File: src/rtl/dcache_req_arbiter.sv
// Round-robin arbiter sharing one multi-lane D$ port between several requesters.
// A grant stays locked until every valid lane of the request has been accepted.
//
// state  | meaning
// IDLE   | no request in flight; pick first active requester at/after rr_ptr
// LOCKED | grant_id owns the port until its remaining lanes are accepted
module dcache_req_arbiter #(
  parameter int NUM_REQS     = 2,
  parameter int NUM_LANES    = 4,
  parameter int ADDR_WIDTH   = 30,
  parameter int DATA_WIDTH   = 32,
  parameter int TAG_IN_WIDTH = 8,
  localparam int ID_BITS       = $clog2(NUM_REQS),
  localparam int BE_WIDTH      = DATA_WIDTH / 8,
  localparam int TAG_OUT_WIDTH = TAG_IN_WIDTH + ID_BITS
) (
  input  logic                                       clk,
  input  logic                                       reset,
  input  logic [NUM_REQS*NUM_LANES-1:0]              req_valid_in,
  input  logic [NUM_REQS*NUM_LANES-1:0]              req_rw_in,
  input  logic [NUM_REQS*NUM_LANES*ADDR_WIDTH-1:0]   req_addr_in,
  input  logic [NUM_REQS*NUM_LANES*BE_WIDTH-1:0]     req_byteen_in,
  input  logic [NUM_REQS*NUM_LANES*DATA_WIDTH-1:0]   req_data_in,
  input  logic [NUM_REQS*NUM_LANES*TAG_IN_WIDTH-1:0] req_tag_in,
  output logic [NUM_REQS*NUM_LANES-1:0]              req_ready_in,
  output logic [NUM_LANES-1:0]                       req_valid_out,
  output logic [NUM_LANES-1:0]                       req_rw_out,
  output logic [NUM_LANES*ADDR_WIDTH-1:0]            req_addr_out,
  output logic [NUM_LANES*BE_WIDTH-1:0]              req_byteen_out,
  output logic [NUM_LANES*DATA_WIDTH-1:0]            req_data_out,
  output logic [NUM_LANES*TAG_OUT_WIDTH-1:0]         req_tag_out,
  input  logic [NUM_LANES-1:0]                       req_ready_out,
  input  logic                                       rsp_valid_in,
  input  logic [NUM_LANES-1:0]                       rsp_tmask_in,
  input  logic [NUM_LANES*DATA_WIDTH-1:0]            rsp_data_in,
  input  logic [TAG_OUT_WIDTH-1:0]                   rsp_tag_in,
  output logic                                       rsp_ready_in,
  output logic [NUM_REQS-1:0]                        rsp_valid_out,
  output logic [NUM_LANES-1:0]                       rsp_tmask_out,
  output logic [NUM_LANES*DATA_WIDTH-1:0]            rsp_data_out,
  output logic [TAG_IN_WIDTH-1:0]                    rsp_tag_out,
  input  logic [NUM_REQS-1:0]                        rsp_ready_out
);

  typedef enum logic {IDLE, LOCKED} state_t;

  state_t                    state, state_next;
  logic [ID_BITS-1:0]        rr_ptr, rr_ptr_next;
  logic [ID_BITS-1:0]        grant_id, grant_id_next;
  logic [ID_BITS-1:0]        grant;
  logic                      grant_valid;
  logic [NUM_REQS-1:0]       active;
  logic [2*NUM_REQS-1:0]     active_rot;
  logic [NUM_LANES-1:0]      valid_g;
  logic                      complete;
  logic [ID_BITS-1:0]        rid;
  logic                      rid_ok;

  function automatic logic [ID_BITS-1:0] next_id(input logic [ID_BITS-1:0] id);
    return (32'(id) >= NUM_REQS - 1) ? '0 : id + 1'b1;
  endfunction

  always_comb begin
    for (int r = 0; r < NUM_REQS; r++)
      active[r] = |req_valid_in[r*NUM_LANES +: NUM_LANES];
  end

  // Rotating the doubled vector puts rr_ptr at bit 0; lowest set bit wins.
  always_comb begin
    active_rot  = {active, active} >> rr_ptr;
    grant       = grant_id;
    grant_valid = 1'b0;
    if (state == LOCKED) begin
      grant_valid = active[grant_id];
    end else begin
      for (int i = NUM_REQS - 1; i >= 0; i--) begin
        if (active_rot[i]) begin
          grant       = ID_BITS'((32'(rr_ptr) + i) % NUM_REQS);
          grant_valid = 1'b1;
        end
      end
    end
  end

  always_comb begin
    valid_g        = '0;
    req_rw_out     = '0;
    req_addr_out   = '0;
    req_byteen_out = '0;
    req_data_out   = '0;
    req_tag_out    = '0;
    req_ready_in   = '0;
    for (int r = 0; r < NUM_REQS; r++) begin
      if (grant_valid && grant == ID_BITS'(r)) begin
        valid_g        = req_valid_in[r*NUM_LANES +: NUM_LANES];
        req_rw_out     = req_rw_in[r*NUM_LANES +: NUM_LANES];
        req_addr_out   = req_addr_in[r*NUM_LANES*ADDR_WIDTH +: NUM_LANES*ADDR_WIDTH];
        req_byteen_out = req_byteen_in[r*NUM_LANES*BE_WIDTH +: NUM_LANES*BE_WIDTH];
        req_data_out   = req_data_in[r*NUM_LANES*DATA_WIDTH +: NUM_LANES*DATA_WIDTH];
        for (int l = 0; l < NUM_LANES; l++)
          req_tag_out[l*TAG_OUT_WIDTH +: TAG_OUT_WIDTH] =
            {req_tag_in[(r*NUM_LANES+l)*TAG_IN_WIDTH +: TAG_IN_WIDTH], ID_BITS'(r)};
        req_ready_in[r*NUM_LANES +: NUM_LANES] = req_ready_out;
      end
    end
    req_valid_out = valid_g;
  end

  assign complete = grant_valid && ((valid_g & ~req_ready_out) == '0);

  always_comb begin
    state_next    = state;
    rr_ptr_next   = rr_ptr;
    grant_id_next = grant_id;
    case (state)
      IDLE: begin
        if (grant_valid) begin
          if (complete) begin
            rr_ptr_next = next_id(grant);
          end else begin
            state_next    = LOCKED;
            grant_id_next = grant;
          end
        end
      end
      LOCKED: begin
        if (complete || !grant_valid) begin
          state_next  = IDLE;
          rr_ptr_next = next_id(grant_id);
        end
      end
      default: state_next = IDLE;
    endcase
  end

  always_ff @(posedge clk) begin
    if (reset) begin
      state    <= IDLE;
      rr_ptr   <= '0;
      grant_id <= '0;
    end else begin
      state    <= state_next;
      rr_ptr   <= rr_ptr_next;
      grant_id <= grant_id_next;
    end
  end

  // Responses bypass the FSM entirely; an unknown id is swallowed.
  assign rid           = rsp_tag_in[ID_BITS-1:0];
  assign rid_ok        = (32'(rid) < NUM_REQS);
  assign rsp_ready_in  = rid_ok ? rsp_ready_out[rid] : 1'b1;
  assign rsp_tmask_out = rsp_tmask_in;
  assign rsp_data_out  = rsp_data_in;
  assign rsp_tag_out   = rsp_tag_in[TAG_OUT_WIDTH-1:ID_BITS];

  always_comb begin
    for (int r = 0; r < NUM_REQS; r++)
      rsp_valid_out[r] = rsp_valid_in && rid_ok && (rid == ID_BITS'(r));
  end

`ifndef SYNTHESIS
  logic [NUM_LANES-1:0] sent_lanes;

  always_ff @(posedge clk) begin
    if (reset)
      sent_lanes <= '0;
    else if (state_next == LOCKED)
      sent_lanes <= ((state == LOCKED) ? sent_lanes : '0) | (valid_g & req_ready_out);
    else
      sent_lanes <= '0;
  end

  always_ff @(posedge clk) begin
    if (!reset && rsp_valid_in)
      assert (rid_ok);
    if (!reset && state == LOCKED)
      assert ((valid_g & sent_lanes) == '0);
  end
`endif

endmodule

File: config.mk
export PLATFORM = sky130hd
export DESIGN_NAME = dcache_req_arbiter
export DESIGN_NICKNAME = d
export VERILOG_FILES = /design/src/rtl/dcache_req_arbiter.sv
export SDC_FILE = /design/constraint.sdc
export NUM_CORES = 1
export LEC_CHECK = 0
export ABC_CLOCK_PERIOD_IN_PS = 5300
export BUFFER_PORTS_ARGS = -buffer_cell sky130_fd_sc_hd__buf_2
export CORE_AREA = 4 4 478 480
export DETAILED_ROUTE_END_ITERATION = 6
export DIE_AREA = 0 0 482 484
export GPL_TIMING_DRIVEN = 0
export HOLD_SLACK_MARGIN = 0.06
export PLACE_DENSITY_LB_ADDON = 0.25
export REMOVE_ABC_BUFFERS = 1
export SYNTH_ARGS = -nofsm -noshare
export SYNTH_HDL_FRONTEND = slang
export SYNTH_SLANG_ARGS = --single-unit
File: constraint.sdc
create_clock -name clk -period 5.3 [get_ports clk]
set_clock_uncertainty 0.05 [all_clocks]
set_input_delay 0.53 -clock clk [delete_from_list [all_inputs] [get_ports clk]]
set_output_delay 0.53 -clock clk [all_outputs]
set_load 0.1 [all_outputs]
Word level (Yosys, flattened, before mapping)
Cells that the tools add are included.
- add/sub/neg operators: 3
- magnitude comparators: 4
- equality and inequality tests: 3
- shifts and indexed selects: 1
- mux-type cells: 34
- bitwise gates (word level): 6
- reductions and logical operators: 12
- operators with widths (operator ; number):
    2-to-1 mux 128 bit ; 2
    2-to-1 mux 120 bit ; 2
    2-to-1 mux 36 bit ; 2
    2-to-1 mux 16 bit ; 2
    2-to-1 mux 4 bit ; 6
    2-to-1 mux 1 bit ; 18
    OR reduction 4 bit ; 2
    AND reduction 3 bit ; 2
    logical AND 1 bit ; 5
    bitwise AND 4 bit ; 1
    logical NOT 4 bit ; 1
    < comparator 1 x 2 -> 1 bit, second input constant ; 2
    inequality test 2 bit, second input constant ; 2
    NOT 1 bit ; 4
    NOT 4 bit ; 1
    one-hot mux 1 bit (2 select lines) ; 2
    right shift 4 x 1 -> 2 bit ; 1
    adder 1 bit, second input constant ; 3
    >= comparator 1 bit, second input constant ; 2
    inequality test 2 x 1 -> 1 bit, second input constant ; 1
    logical NOT 1 bit ; 1
    logical OR 1 bit ; 1
- flip-flop bits (word level): 3
- input port bits: 758
- output and inout port bits: 459
- logic and storage cells: 66

Logic depth before layout (Yosys ltp)
Gate-level depths: netlist (run 1).
- word-level depth: 15
- gate-level depth with buffers: 8

Worst setup path after synthesis (run 1)
Ideal clock, no wire load.
- kind: in2out
- from: in req_valid_in[0]
- to: out req_ready_in[4]
- arrival time: 3150 ps
- setup slack: 1570 ps
- stages on the path: 3
- buffers on the path: 0
- cell sequence: nor4_4 > o31ai_2 > nor3_1
- longest elaborated chain between the ends: 7
- ends and longest elaborated chain (what ; line ; RTL):
    start: declaration ; 19 ; input logic [NUM_REQS*NUM_LANES-1:0] req_valid_in,
    OR reduction 4 bit (*) ; 65 ; active[r] = |req_valid_in[r*NUM_LANES +: NUM_LANES];
    right shift 4 x 1 -> 2 bit ; 70 ; active_rot = {active, active} >> rr_ptr;
    2-to-1 mux 1 bit (2 in series) ; 77 ; if (active_rot[i]) begin
    2-to-1 mux 1 bit ; 73 ; if (state == LOCKED) begin
    logical AND 1 bit (*) ; 94 ; if (grant_valid && grant == ID_BITS'(r)) begin
    2-to-1 mux 4 bit (*) ; 94 ;
    end: declaration ; 25 ; output logic [NUM_REQS*NUM_LANES-1:0] req_ready_in,
Every way passes the cells marked *; elsewhere a longest branch is shown, timed or not. The select of a mux whose other input is x is not followed.

Worst setup path after layout (run 1)
- from: in req_valid_in[0]
- to: out req_data_out[117]
- longest elaborated chain between the ends: 9
- ends and longest elaborated chain (what ; line ; RTL):
    OR reduction 4 bit (*) ; 65 ;
    right shift 4 x 1 -> 2 bit ; 70 ;
    2-to-1 mux 1 bit (2 in series) ; 77 ;
    2-to-1 mux 1 bit ; 73 ;
    NOT 1 bit ; 94 ;
    logical AND 1 bit ; 94 ;
    2-to-1 mux 128 bit ; 94 ;
    2-to-1 mux 128 bit (*) ; 94 ;
    end: declaration ; 30 ; output logic [NUM_LANES*DATA_WIDTH-1:0] req_data_out,
Marks and branches as above.

==> results of run 1 <==
-- how the worst min path moves through the flow --
stage	endpoint	depth (start not counted)	slack, ns	start
floorplan	grant_id	2	0.42	grant_id
global placement	grant_id	2	0.46	grant_id
detailed placement	grant_id	2	0.47	grant_id
CTS	grant_id	2	0.46	reset
global route	grant_id	2	0.47	reset
finish	grant_id	2	0.46	reset
-- routing by layer --
metal	part of all wire [%]	global-route usage, %	vias up
li1	-	-	3618
met1	33	6.135	3914
met2	38	8.323	953
met3	24	6.386	84
met4	4.0	2.092	18
met5	1.5	3.728	-
-- cell families (layout without fill, tap and decap cells) --
| kind of cell | Yosys count | after routing |
|---|---|---|
| compound gates | 317 | 317 |
| buf+inv | 212 | 957 |
| flops | 3 | 3 |
| mux | 1 | 1 |
| other cells | 0 | 8 |
| simple gates | 29 | 29 |
-- cells in the final DEF (no fill, tap or decap) --
cell	n
mux2_2	1
a2111oi_0	2
a22o_1	304
clkbuf_16	3
buf_16	2
nor4_4	2
nand2_1	2
diode_2	8
dfxtp_1	3
o31ai_2	1
nand2b_1	2
nor2_1	3
o21ai_2	1
a2bb2oi_1	1
o22a_1	1
o21ai_0	3
or3_1	2
buf_2	936
inv_1	1
a21oi_1	2
and2_1	7
nor2_4	2
o22ai_1	1
o31ai_1	1
nor3_1	2
clkbuf_1	1
nor2b_1	7
buf_12	14
-- where the power goes --
part           leakage [nW]  internal, W  switching [W]
registers            0.0248    0.0000266     0.00000548
clock network        0.0382    0.0000991      0.0000194
logic                  5.43     0.000971        0.00476
total                  5.49      0.00110        0.00478
-- cell type report --
| class | instances | area [um2] | share of cell area [%] |
|---|---|---|---|
| Inverter | 1 | 3.754 | 0.03154 |
| Timing Repair Buffer | 952 | 5020 | 42.18 |
| Antenna cell | 8 | 20.02 | 0.1682 |
| Tap cell | 2992 | 3744 | 31.46 |
| Clock buffer | 4 | 78.83 | 0.6623 |
| Sequential cell | 3 | 60.06 | 0.5046 |
| Multi-Input combinational cell | 347 | 2975 | 25.00 |
-- registers in the layout (all words and copies together) (netlist names) --
| name | cells |
|---|---|
| rr_ptr | 1 |
| state | 1 |
| grant_id | 1 |
-- per-stage QoR --
step	power (W)	TNS [ns]	std cells	area (um2)	worst slack (ns)
2_1_floorplan	0.004435	-3966.35	351	3032	-12.78
3_3_place_gp	0.005427	-4399.63	4279	11460	-14.64
6_report	0.005879	0	4307	11900	0.6973
4_1_cts	0.005929	0	4299	11880	0.7138
5_1_grt	0.006058	0	4307	11900	0.5165
3_5_place_dp	0.005799	0	4295	11800	0.7098
-- worst max-delay path, cell delays in order --
cell     delay, ns
buf_2         0.13
nor4_4        0.52
o31ai_2       0.18
nor2_4        0.58
buf_12        0.25
buf_16        0.19
buf_12        0.22
buf_12        0.24
buf_12        0.23
a22o_1        0.32
buf_2         0.48
==> metrics.txt, run 1 <==
status=complete, no violations; first-pass GRT wire length=92.54 mm; Worst Max-Slew Pin Slew=between 0.7 and 0.8 ns; CTS tree=done; I/O Buffers=936; CP Launch Type=input pin; DR DRC count=0; layout cells sized above 1=between 70% and 80%; Mapped Area=about 4500 um2; Initial Utilization=2.025%; largest family of logic cells by synthesized area=compound AO/OA/AOI/OAI gates; die outline width=~480 um; vias in the first global route=8107; post-cts resize count=0; Async SR Flop Fraction=0%; Synth Area in XOR/XNOR=0%; unrepaired setup endpoints after global routing=no; most numerous cell in the Yosys netlist=a22o_1; Core Rows=174; cell count after synthesis=~560; CTS Buf Count=3; fmax=217.3 MHz; Core Area=between 200000 and 250000 um2; synth cell count leaders=a22o_1 (304), buf_4 (153), buf_2 (36), buf_6 (13), clkbuf_1 (9); Synth area leaders=a22o_1 (59%), buf_4 (25%), buf_2 (4.0%), buf_6 (3.2%), dfxtp_1 (1.3%); crit path max fanout=43; DRT Wirelength=79.85 mm; Clock Pin Slew Worst Setup and Hold Paths=roughly 0.030 ns; DRT iter0 DRCs=about 460; R2R Setup Slk=between 3 and 4 ns; gr ovfl total=0; Vias/cell=1.994; post-synthesis compound-gate area fraction=between 60% and 70%; Pre-antenna DRT Iters=5; Max-slew headroom=between 50% and 60%; Reg2Reg Depth=4; Layout fillers=26720; final core utilization=5.307%; mean post-synth cell area=8.079 um2; average routed wire per standard cell=roughly 19 um; Synth area leader=a22o_1; CP arrival=about 4.0 ns; Synth Area in Simple Gates=under 10%; initial antenna violation count=19; Clock Latency Late Sink=0.22 ns; Tcrit/Tclk final=between 80% and 90%; count of final hold-check violations=0; Synth top area share=about three fifths; Power Density=494.0 nW/um2; distinct cell type count after synthesis=26; Worst Setup EP=req_data_out[117]; hpwl dp=about 70 mm; Longest Clk Path Bufs=2; P&R area growth vs syn=162.1%; Critical R2R Capture=rr_ptr; synth warn=0; Fin Hold WS=0.4569 ns; Nets=a little over 2000; hold crit path type=in2reg; clock sink total=3; Total GRT Usage=under 10%; # setup viols final=0; largest net degree at the start of global routing=44; routability cong.=between 0.8 and 0.9; antenna viol nets, final=0; CP Capture Type=output pin; Critical Path RT=roughly 4.7 ns; clk root buf=clkbuf_16; # IOs=approximately 1200; Max H-tree Level=1; Seq cells post-synth=3; reg2reg start=state; Post-Synth Adder-Cell Area=0%; number of setup buffers added after CTS=0; Max VDD drop=~0.25 mV; Post-synth EDFFs=0; die extent in y=about 480 um; Top FF cell, synth=dfxtp_1; kind of critical path=in2out; sequential area share after synthesis=~1.3%; Final min period=roughly 4.6 ns; Die Area=roughly 230000 um2; cts hold-fix bufs=0; Max Cap Violations=0; total vias in the final route=around 8600; Slew Viols, Final=0; static leakage power=5.495 nW; crit path from=req_valid_in[0]; post-synthesis mux area share=0.2480%
Power figures use the tool's default switching activity.
==> run 2: changes to the inputs <==
--- a/config.mk
+++ b/config.mk
@@ -13,6 +13,7 @@
 export GPL_TIMING_DRIVEN = 0
 export HOLD_SLACK_MARGIN = 0.06
 export PLACE_DENSITY_LB_ADDON = 0.25
+export RECOVER_POWER = 50
 export REMOVE_ABC_BUFFERS = 1
 export SYNTH_ARGS = -nofsm -noshare
 export SYNTH_HDL_FRONTEND = slang
==> metrics.txt, run 2 (same netlist as run 1, synthesis figures left out) <==
DRT iter0 DRCs=about 490; Total GRT Usage=between 6 and 7%; I/O Buffers=approximately 940; Tcrit/Tclk final=86.87%; total vias in the final route=approximately 8600; average routed wire per standard cell=18.52 um; gr ovfl total=0; Power Density=just under 500 nW/um2; Initial Utilization=between 2 and 2.5%; clock sink total=3; Max-slew headroom=-0.5414%; Max Cap Violations=1; layout cells sized above 1=about 67%; Core Rows=between 150 and 200; Core Area=approximately 220000 um2; Worst Max-Slew Pin Slew=between 1.5 and 2 ns; CTS tree=done; die extent in y=between 400 and 500 um; kind of critical path=in2out; Nets=slightly above 2000; Worst Slack Setup Final=approximately 0.70 ns; Max H-tree Level=1; count of final hold-check violations=0; P&R area growth vs syn=159.7%; Critical Path RT=4.72 ns; CP Launch Type=input pin; CP arrival=about 4 ns; cell internal pwr=0.001059 W; Reg area=60.06 um2; dpl ws=0.7098 ns; Clk pwr share=2.0%; hpwl dp=between 70 and 80 mm; routability cong.=roughly 0.86; clk root buf=clkbuf_16; Max VDD drop=0.2319 mV; failing checks=max-capacitance violations, max-slew violations; unrepaired setup endpoints after global routing=no; number of setup buffers added after CTS=0; setup TNS=0 ns; # setup viols final=0; DRT Wirelength=79.76 mm; final cell count without fillers=roughly 4300; antenna viol nets, final=0; Die Area=233300 um2; leading cell types in the layout, fill and taps excluded=buf_2 (849), a22o_1 (304), clkbuf_1 (88); top flop regs=grant_id: 1 flops, rr_ptr: 1 flops, state: 1 flops; fmax=~220 MHz; cts hold-fix bufs=0; Clock Pin Slew Worst Setup and Hold Paths=around 0.030 ns; Final min period=4.604 ns; CTS Buf Count=3; static leakage power=about 5.2 nW; sw frac=~82%; initial antenna violation count=19; commonest non-fill, non-tap cell in the layout=buf_2; DR DRC count=0; Clock Latency Late Sink=between 0.2 and 0.25 ns; hold crit path type=in2reg; Slew Viols, Final=1; Layout fillers=between 20000 and 30000; Tot Pwr=~0.0058 W; largest net degree at the start of global routing=44; combinational power share=between 90% and 100%; Placed Instances=4295; Vias/cell=1.994; crit path max fanout=43; CP Capture Type=output pin; # IOs=1217; Pre-antenna DRT Iters=4; Longest Clk Path Bufs=2; switching pwr=~0.0048 W; post-cts resize count=0; die outline width=approximately 480 um; first-pass GRT wire length=between 90 and 100 mm; final core utilization=about 5.3%; area taken by multi-input logic gates=roughly 3000 um2; status=finished with violations; sequential share of power=less than 1%; vias in the first global route=8107
[run 2: cell types whose count changed in the layout (fill, tap and decap cells not counted), sizes merged]
cell / change
clkbuf: +87
buf: -87
[run 2: final timing paths]
| kind | startpoint | end | slack, ns | cells past startpoint |
|---|---|---|---|---|
| setup / recovery | req_valid_in[0] | req_data_out[117] | 0.70 | 11 |
| hold / removal | reset | grant_id | 0.46 | 2 |
| setup reg to reg | state | rr_ptr | 3.66 | 4 |
| hold reg to reg | grant_id | grant_id | 0.47 | 2 |
[run 2: worst max-delay path: stages]
cell and delay, ns:
buf_2 0.13, nor4_4 0.52, o31ai_2 0.18, nor2_4 0.59, buf_12 0.25, buf_16 0.19
buf_12 0.22, buf_12 0.24, buf_12 0.24, a22o_1 0.32, buf_2 0.48
[run 2: final cells by class]
class,count,share of cell area (%)
diodes,8,0.1698
clock buffers,4,0.6684
inverters,1,0.03183
multi-input cells,347,25.23
flip-flops and latches,3,0.5093
well taps,2992,31.75
repair buffers,952,41.64
[run 2: routing by layer]
| metal | share of wire (%) | vias up | global-route usage (%) | wire [um] |
|---|---|---|---|---|
| li1 | - | 3618 | - | - |
| met1 | 33 | 3928 | 6.135 | 26460 |
| met2 | 38 | 941 | 8.323 | 29960 |
| met3 | 24 | 84 | 6.386 | 18910 |
| met4 | 4.0 | 18 | 2.092 | 3209 |
| met5 | 1.5 | - | 3.728 | 1215 |
[run 2: power groups by stage]
stage	Clock [W]	Sequential (W)	Combinational [W]
6_report	0.000119	0.0000321	0.00569
5_1_grt	0.000125	0.0000333	0.00586
4_1_cts	0.000121	0.0000322	0.00578
3_5_place_dp	0	0.0000324	0.00577
3_3_place_gp	0	0.0000323	0.00539
2_1_floorplan	0	0.0000310	0.00440
[run 2: through the flow]
stage	hold slack, ns	area (um2)
floorplan	0.4246	3032
global route	0.4706	11790
detailed placement	0.4670	11800
CTS	0.4581	11880
finish	0.4569	11790
global placement	0.4622	11460
==> run 3: changes to the inputs <==
--- a/config.mk
+++ b/config.mk
@@ -8,9 +8,10 @@
 export ABC_CLOCK_PERIOD_IN_PS = 5300
 export BUFFER_PORTS_ARGS = -buffer_cell sky130_fd_sc_hd__buf_2
 export CORE_AREA = 4 4 478 480
+export CTS_BUF_LIST = sky130_fd_sc_hd__clkbuf_8 sky130_fd_sc_hd__clkbuf_16
 export DETAILED_ROUTE_END_ITERATION = 6
 export DIE_AREA = 0 0 482 484
-export GPL_TIMING_DRIVEN = 0
+export GPL_TIMING_DRIVEN = 1
 export HOLD_SLACK_MARGIN = 0.06
 export PLACE_DENSITY_LB_ADDON = 0.25
 export RECOVER_POWER = 50
==> metrics.txt, run 3 (same netlist as run 1, synthesis figures left out) <==
fin area=between 10000 and 15000 um2; Initial Utilization=slightly above 2%; total vias in the final route=about 8700; CP arrival=about 3.4 ns; Max Cap Violations=0; CTS Buf Count=3; Total GRT Usage=under 10%; Reg2Reg Depth=4; Slew Viols, Final=0; CP Launch Type=input pin; R2R Setup Slk=3.60 ns; Worst Hold End=grant_id; Clock Latency Late Sink=roughly 0.22 ns; average routed wire per standard cell=19.42 um; Pre-antenna DRT Iters=5; Max-slew headroom=about 3.7%; Core Area=224200 um2; P&R area growth vs syn=156.0%; Clock Pin Slew Worst Setup and Hold Paths=roughly 0.03 ns; status=complete, no violations; clk root buf=clkbuf_16; Nets=between 2000 and 2500; first-pass GRT wire length=approximately 100 mm; leading cell types in the layout, fill and taps excluded=buf_2 (846), a22o_1 (304), clkbuf_1 (89); fmax=roughly 250 MHz; WHS Path Cells=2; post-cts resize count=0; hold crit path type=in2reg; Critical Path RT=4.72 ns; DRT iter0 DRCs=550; DP Area=approximately 12000 um2; antenna viol nets, final=0; global-route layer with the greatest usage=met2; crit path from=req_valid_in[0]; DR DRC count=0; Vias/cell=around 2.0; Worst Max-Slew Pin Slew=between 1 and 1.5 ns; gr ovfl total=0; routability cong.=a little under 0.9; worst hold path startpoint=reset; die extent in y=between 400 and 500 um; top flop regs=grant_id: 1 flops, rr_ptr: 1 flops, state: 1 flops; Max H-tree Level=1; Die Area=roughly 230000 um2; # IOs=around 1200; clock sink total=3; grt met1 use=~7%; layout cells sized above 1=around two thirds; Core Rows=174; unrepaired setup endpoints after global routing=no; CP Capture Type=output pin; hpwl dp=73.19 mm; I/O Buffers=936; die outline width=approximately 480 um; commonest non-fill, non-tap cell in the layout=buf_2; Power Density=496.0 nW/um2; crit path max fanout=between 100 and 150; Critical R2R Capture=rr_ptr; largest net degree at the start of global routing=125; # setup viols final=0; kind of critical path=in2out; Max VDD drop=around 0.24 mV; Tot Pwr=just under 0.006 W; Worst Slack Setup Final=approximately 1.3 ns; vias in the first global route=8533; met3 layer usage reported by global route=5.678%; Final min period=a little under 4 ns; Layout fillers=26780; number of setup buffers added after CTS=0; cts hold-fix bufs=0; Tcrit/Tclk final=75.02%; initial antenna violation count=21; Longest Clk Path Bufs=2; met2 Use GR=under 10%; count of final hold-check violations=0; static leakage power=about 5.2 nW; CTS tree=done; dpl ws=approximately 1.5 ns; DRT Wirelength=roughly 84 mm; reg2reg start=state
==> run 3: cell count changes in the layout (fill, tap and decap cells not counted) <==
cell      delta
buf_2        -3
buf_12       -9
diode_2      +3
inv_1        +1
buf_16       -2
clkbuf_1     +1
buf_4        +9
==> run 3: per-stage QoR <==
stage	TNS [ns]	cells	hold slack, ns	utilization, %
after floorplan	-3966.35	351	0.4246	-
after global placement	0	4292	0.4745	5.186
after detailed placement	0	4292	0.4770	5.186
after CTS	0	4296	0.4601	5.222
after global routing	0	4307	0.4663	5.184
final	0	4307	0.4638	5.184
==> run 3: final cells by class <==
type                    count  area [um2]  area share, %
repair buffers            949        4736          40.74
clock buffers               3       75.07         0.6458
well taps                2992        3744          32.20
diodes                     11       27.53         0.2368
clock inverters             1       3.754        0.03229
multi-input cells         347        2975          25.59
flip-flops and latches      3       60.06         0.5166
inverters                   1       3.754        0.03229
==> run 3: worst max-delay path by stage <==
| stage | to | slack (ns) | depth (start not counted) |
|---|---|---|---|
| floorplan | req_addr_out[0] | -12.78 | 4 |
| global placement | req_tag_out[28] | 1.54 | 8 |
| detailed placement | req_tag_out[28] | 1.49 | 8 |
| CTS | req_tag_out[28] | 1.48 | 8 |
| global route | req_data_out[105] | 1.23 | 7 |
| finish | req_data_out[105] | 1.32 | 7 |
==> run 3: metal layers <==
metal	vias to the layer above	wire length, um	share of wire (%)
li1	3611	-	-
met1	4003	30040	36
met2	955	32820	39
met3	84	16640	20
met4	18	3013	3.6
met5	-	1138	1.4
==> run 3: where the power goes <==
group          internal [W]  switching, W
clock network     0.0000971     0.0000190
registers         0.0000266    0.00000638
logic              0.000871       0.00474
total              0.000995       0.00477
==> run 3: critical path, cell delays in order <==
cell and delay (ns):
buf_2 0.13, nor4_4 0.53, o31ai_2 0.19, nor2_4 0.19, buf_12 0.29, a22o_1 0.24, clkbuf_1 1.05
